==> config.mk <==
export PLATFORM = sky130hd
export DESIGN_NAME = pattern_tx_serializer
export DESIGN_NICKNAME = d
export VERILOG_FILES = /design/src/rtl/pattern_tx_serializer.sv
export SDC_FILE = /design/constraint.sdc
export NUM_CORES = 1
export LEC_CHECK = 0
export ABC_AREA = 1
export CORE_MARGIN = 2
export CORE_UTILIZATION = 40
export DETAILED_ROUTE_END_ITERATION = 8
export HOLD_SLACK_MARGIN = 0.12
export SYNTH_ARGS = -nofsm -noshare
export SYNTH_HDL_FRONTEND = slang
export SYNTH_SLANG_ARGS = --single-unit
export TNS_END_PERCENT = 20
==> constraint.sdc <==
create_clock -name clk -period 4.3 [get_ports clk]
set_input_delay 0.645 -clock clk [delete_from_list [all_inputs] [get_ports clk]]
set_output_delay 0.645 -clock clk [all_outputs]
set_load 0.05 [all_outputs]
==> src/rtl/pattern_tx_serializer.sv <==
// Serial pattern transmitter: shifts a captured word out MSB-first, repeated with idle gaps.
// Latency: first bit on out one cycle after an accepted load; all outputs registered.
// Backpressure: load is honoured only while ready=1; abort cancels SHIFT/GAP with no done pulse.
module pattern_tx_serializer #(
  parameter int WIDTH = 8,
  parameter int GAP   = 2,
  parameter int RW    = 4
) (
  input  logic             clk,
  input  logic             rst_n,
  input  logic             load,
  input  logic [WIDTH-1:0] data,
  input  logic [RW-1:0]    count,
  input  logic             abort,
  output logic             ready,
  output logic             out,
  output logic             out_valid,
  output logic             done
);

  typedef enum logic [1:0] {S_IDLE, S_SHIFT, S_GAP, S_DONE} state_t;

  localparam int BW = $clog2(WIDTH);
  localparam int GW = (GAP > 1) ? $clog2(GAP) : 1;
  localparam logic [BW-1:0] BIT_LAST = BW'(WIDTH - 1);
  // Gap counter loads GAP-1 so the GAP state lasts exactly GAP cycles.
  localparam logic [GW-1:0] GAP_LAST = GW'((GAP > 0) ? (GAP - 1) : 0);

  state_t           state, state_d;
  logic [WIDTH-1:0] shreg, shreg_d;
  logic [WIDTH-1:0] held, held_d;
  logic [BW-1:0]    bit_cnt, bit_cnt_d;
  logic [RW-1:0]    reps, reps_d;
  logic [GW-1:0]    gap_cnt, gap_cnt_d;
  logic             out_d, out_valid_d, ready_d, done_d;

  // State and datapath registers, plus the registered copies of every output.
  always_ff @(posedge clk or negedge rst_n) begin
    if (!rst_n) begin
      state     <= S_IDLE;
      shreg     <= '0;
      held      <= '0;
      bit_cnt   <= '0;
      reps      <= '0;
      gap_cnt   <= '0;
      out       <= 1'b0;
      out_valid <= 1'b0;
      ready     <= 1'b1;
      done      <= 1'b0;
    end else begin
      state     <= state_d;
      shreg     <= shreg_d;
      held      <= held_d;
      bit_cnt   <= bit_cnt_d;
      reps      <= reps_d;
      gap_cnt   <= gap_cnt_d;
      out       <= out_d;
      out_valid <= out_valid_d;
      ready     <= ready_d;
      done      <= done_d;
    end
  end

  // Next state and next datapath values; abort outranks the end-of-word decision.
  always_comb begin
    state_d   = state;
    shreg_d   = shreg;
    held_d    = held;
    bit_cnt_d = bit_cnt;
    reps_d    = reps;
    gap_cnt_d = gap_cnt;
    case (state)
      S_IDLE: begin
        if (load) begin
          shreg_d   = data;
          held_d    = data;
          reps_d    = (count == '0) ? RW'(1) : count;
          bit_cnt_d = BIT_LAST;
          state_d   = S_SHIFT;
        end
      end
      S_SHIFT: begin
        if (abort) begin
          state_d = S_IDLE;
        end else if (bit_cnt == '0) begin
          if (reps > RW'(1)) begin
            reps_d    = reps - RW'(1);
            shreg_d   = held;
            bit_cnt_d = BIT_LAST;
            if (GAP == 0) begin
              state_d = S_SHIFT;
            end else begin
              state_d   = S_GAP;
              gap_cnt_d = GAP_LAST;
            end
          end else begin
            state_d = S_DONE;
          end
        end else begin
          shreg_d   = shreg << 1;
          bit_cnt_d = bit_cnt - BW'(1);
        end
      end
      S_GAP: begin
        if (abort) begin
          state_d = S_IDLE;
        end else if (gap_cnt == '0) begin
          state_d = S_SHIFT;
        end else begin
          gap_cnt_d = gap_cnt - GW'(1);
        end
      end
      S_DONE: begin
        state_d = S_IDLE;
      end
      default: begin
        state_d = S_IDLE;
      end
    endcase
  end

  // Output values for the coming cycle, decoded from the next state so they can be registered.
  always_comb begin
    out_valid_d = (state_d == S_SHIFT);
    out_d       = (state_d == S_SHIFT) && shreg_d[WIDTH-1];
    ready_d     = (state_d == S_IDLE);
    done_d      = (state_d == S_DONE);
  end

endmodule

# After elaboration in Yosys (flattened, before gate mapping)

Cells that the tools add are included.

Bits of input ports: 16
Output and inout port bits: 4
Register bits: 30
Word-level logic and storage cells: 66

Mux-type cells: 29
Equality and inequality tests: 11
Add/subtract/negate cells: 3
Order comparisons: 1
Reduce and logical (&&, ||, !) cells: 11

Operators with widths:

| kind                | number |
|---|---|
| $mux 8              | 4 |
| $mux 4              | 5 |
| $pmux 8 s2          | 1 |
| $mux 3              | 4 |
| $mux 2              | 5 |
| $ne 2x2->1 const B  | 5 |
| $reduce_and 5->1    | 2 |
| $pmux 2 s4          | 1 |
| $pmux 4 s2          | 1 |
| $eq 2x2->1 const B  | 3 |
| $mux 1              | 6 |
| $pmux 3 s2          | 1 |
| $eq 2x1->1 const B  | 2 |
| $gt 4x1->1 const B  | 1 |
| $logic_not 2->1     | 2 |
| $logic_not 4->1     | 1 |
| $reduce_and 4->1    | 1 |
| $reduce_bool 2->1   | 2 |
| $sub 4x1->4 const B | 1 |
| $logic_not 3->1     | 1 |
| $ne 3x3->1 const B  | 1 |
| $sub 3x1->3 const B | 1 |
| $pmux 1 s2          | 1 |
| $reduce_and 2->1    | 1 |
| 2 further kinds     | 2 |

# Depth between registers and ports, before layout

Depth in word-level cells: 7
Gate-level depth with buffers: 12
Gate-level depth less buffers: 12

# Worst setup path before layout

No wires, ideal clock.

Path kind: reg2reg
From: reg bit_cnt[0]
To: reg shreg[3]
Cell stages (with the launch flop): 10
Arrival: 1322 ps
Required time: 4218 ps
Slack: 2897 ps
Buffers on the path: 1
Library setup time: 82 ps
Cell sequence: dfrtp_1 inv_1 ha_1 nand2_2 inv_2 nand3_1 o21ai_2 buf_6 nand2_2 o211ai_2

Word-level cells in the longest chain between the ends: 4

Ends and longest elaborated chain:

| what                     | RTL line | RTL |
|---|---|---|
| start: declaration       | 32       | `logic [BW-1:0] bit_cnt, bit_cnt_d;` |
| start signal: assignment | 54       | `bit_cnt <= bit_cnt_d;` |
| $logic_not 3->1 (*)      | 85       | `end else if (bit_cnt == '0) begin` |
| $mux 8                   | 85       |  |
| $mux 8                   | 83       | `if (abort) begin` |
| $pmux 8 s2               | 72       | `case (state)` |
| end signal: assignment   | 52       | `shreg <= shreg_d;` |
| end: declaration         | 30       | `logic [WIDTH-1:0] shreg, shreg_d;` |

Every way passes the cells marked *; elsewhere a longest branch is shown, timed or not. The select of a mux whose other input is x is not followed.
A chain may end at the register's enable or synchronous reset.

# Worst setup path after layout

From: reg ready
To: out ready

RTL lines:

| what                     | RTL line | RTL |
|---|---|---|
| start: declaration       | 15       | `output logic ready,` |
| start signal: assignment | 59       | `ready <= ready_d;` |

No word-level cell between the ends.

==> impl_results.md <==
* Core ar. at 3940 um^2
* Vias post-DR at 1,266
* DIE HEIGHT at 67.6 um
* Initial DRC Count at 49
* Clock skew at 0.00817 ns
* RSZ-0062 raised after global routing: no
* Max_cap viols at 0
* Port bufs at 19
* Cell family with most CP delay: buffers and inverters
* Post-synth EDFFs at 0
* Top post-synthesis cells by area: dfrtp_1 (45%), nand2_1 (8.1%), inv_1 (5.3%), o211ai_2 (4.6%), nand2_2 (3.9%)
* Fillers at 345
* Final-report setup violation count at 0
* Most common cell in the netlist: nand2_1
* Pre-CTS WS at 2.11 ns
* Slew HR at 0.556
* Antenna diodes at 0
* DR pass1 iterations at 4
* Largest net degree at the start of global routing at 31
* Register Area at 752 um^2
* Crit-path max FO at 1
* Placed cell areas at 1860 um^2
* Critical path type: flop to primary output
* Syn Nets at 198
* Effective utilization at floorplan at 0.410
* Area occupied by multi-input gates at 719 um^2
* Final Net Count at 223
* Vias in the first global route at 1,275
* Die area at 4570 um^2
* Post-CTS setup buffer count at 0
* Site row count at 23
* Post-detail-place hpwl at 2.40 mm
* Final ANT Viol Nets at 0
* Hold_buf cts at 0
* CTS tree: yes
* Fin area at 1970 um^2
* Status: finished, final reports clean
* Unique cell type count in the Yosys netlist at 33
* Worst path cell trace: clkdlybuf4s50_1
* Reg clk slew, reported paths at 0.07 ns
* GRT Overall Usage at 0.169
* First-pass GRT wire length at 5.60 mm
* CTS buffer count at 5
* Post-synth top cells: nand2_1 (35), dfrtp_1 (29), inv_1 (23)
* Avg Cell Area, Syn at 9.09 um^2
* FMAX at 0.446 GHz
* Startpoint Class: flop
* Ys flop type: dfrtp_1
* Critical path required time at 3.65 ns
* VDD IR max at 0.373 mV
* Initial antenna violation count at 0
* Slowest cell on crit path: clkdlybuf4s50_1
* Root buf cell: clkbuf_8
* Area grow syn2layout at 22.0%
* Synth async-reset ratio at 1.00
* Post-Route Utilization at 0.500
* Synth area leader: dfrtp_1
* WL/cell at 12.9 um
* CP endpoint kind: primary output
* Max incr delay on CP at 0.79 ns
* Final min period at 2.24 ns
* Synth Cell Area at 1620 um^2
* Final RePlAce weighted congestion at 0.796
* Fraction of layout cells with a size suffix above 1 at 0.245
* Boundary Pins at 20
* Total gr overflow at 0
* Critical path buffers and inverters at 1
* Sequential area share after synthesis at 0.465
* Worst Hold Class: flop to flop
* Top-area cell type share of the netlist area at 0.449
* Routed vias/inst at 4.98
* Hold violation count in the final report at 0
* Synth Instances at 178
* Max-slew violation total from the final report at 0
* CTS max path bufs at 2
* PwrDens at 698 nW/um^2
* Chip width at 67.6 um
* Final period util at 0.522
* Leakage at 0.000934 uW
* CTS H-tree depth at 2
* Crit path DAT at 1.60 ns
* Clk_lat worst skew at 0.29 ns
* Overall routed net length at 3.28 mm
* Post-CTS resize count at 0
* Synthesized flop and latch total at 30
* Final WS setup at 2.06 ns
* Least-Margin Pin Slew at 0.665 ns
* Clk sink count at 30
* Number of remaining DRC errors at 0
* Synth warnings at 0
* Setup_tns at 0 ns
[routing by layer]
metal | vias to the layer above | global-route usage | routed length, um | part of all wire
met5 | - | 0 | 0 | 0
met4 | 0 | 0.0765 | 55 | 0.017
met3 | 6 | 0.0500 | 102 | 0.031
met2 | 19 | 0.270 | 1630 | 0.50
met1 | 613 | 0.211 | 1500 | 0.46
li1 | 628 | - | - | -
[cell families (layout without fill, tap and decap cells)]
group / after synthesis / in the layout / share of synthesized area
AND/OR/NAND/NOR: 74 / 74 / 0.241
AO/OA/AOI/OAI: 36 / 36 / 0.168
buffers and inverters: 33 / 59 / 0.0905
adder cells (fa/ha/maj): 4 / 4 / 0.0309
XOR/XNOR: 1 / 1 / 0.00541
flip-flops: 30 / 30 / 0.465
[final cells by class]
cell class                 count  area share
clock buffer                   5      0.0349
clock inverter                 3      0.0228
inverter                      31      0.0647
multi-input combinational    115       0.365
sequential                    30       0.381
tap                           50      0.0317
timing repair buffer          20       0.100
[where the power goes]
part           switching [uW]  internal, uW
clock                     116           172
sequential               66.5           412
combinational             397           214
total                     580           798
[through the flow]
stage / hold slack, ns / cells / power, uW
floorplan: 0.349 / 178 / 959
global placement: 0.474 / 246 / 1080
detailed placement: 0.475 / 246 / 1100
CTS: 0.495 / 254 / 1390
global route: 0.523 / 254 / 1490
finish: 0.487 / 254 / 1380
[final timing paths]
path	startpoint	endpoint	slack, ns	depth (start not counted)
setup / recovery	ready	ready	2.06	1
hold / removal	held[7]	held[7]	0.49	2
setup reg to reg	bit_cnt[0]	bit_cnt[2]	2.33	8
hold reg to reg	held[7]	held[7]	0.49	2
max in group asynchronous	rst_n	ready	3.25	2
min in group asynchronous	rst_n	reps[0]	0.73	2
[flip-flops by register name, summed over array words and instances, names as in the netlist]
register and cells:
bit_cnt 3, done 1, gap_cnt 1, held 8
out 1, out_valid 1, ready 1, reps 4
shreg 8, state 2
[cell usage in the layout (no fill, tap or decap)]
| cell type | n |
|---|---|
| nand2_8 | 1 |
| clkinv_2 | 1 |
| inv_2 | 5 |
| nor2_2 | 2 |
| o22ai_1 | 5 |
| clkdlybuf4s50_1 | 19 |
| nand3_2 | 1 |
| o21ai_2 | 3 |
| dfrtp_1 | 29 |
| nand3_1 | 5 |
| nand2_4 | 4 |
| nand2_1 | 35 |
| nor2_1 | 10 |
| clkinvlp_4 | 2 |
| a21boi_1 | 1 |
| a21oi_1 | 5 |
| inv_1 | 23 |
| clkinv_4 | 1 |
| o22ai_2 | 1 |
| dfstp_2 | 1 |
| nor2_4 | 2 |
| bufinv_16 | 1 |
| o211ai_2 | 6 |
| clkbuf_8 | 5 |
| xor2_1 | 1 |
| buf_4 | 1 |
| a22oi_1 | 2 |
| inv_6 | 1 |
| ha_1 | 4 |
| a22oi_2 | 1 |
| o21ai_0 | 10 |
| o211ai_1 | 1 |
| a21oi_2 | 1 |
| nand2_2 | 10 |
| nor3_1 | 2 |
| nand4_1 | 2 |
Note: power is estimated with default switching activity, not from simulation.
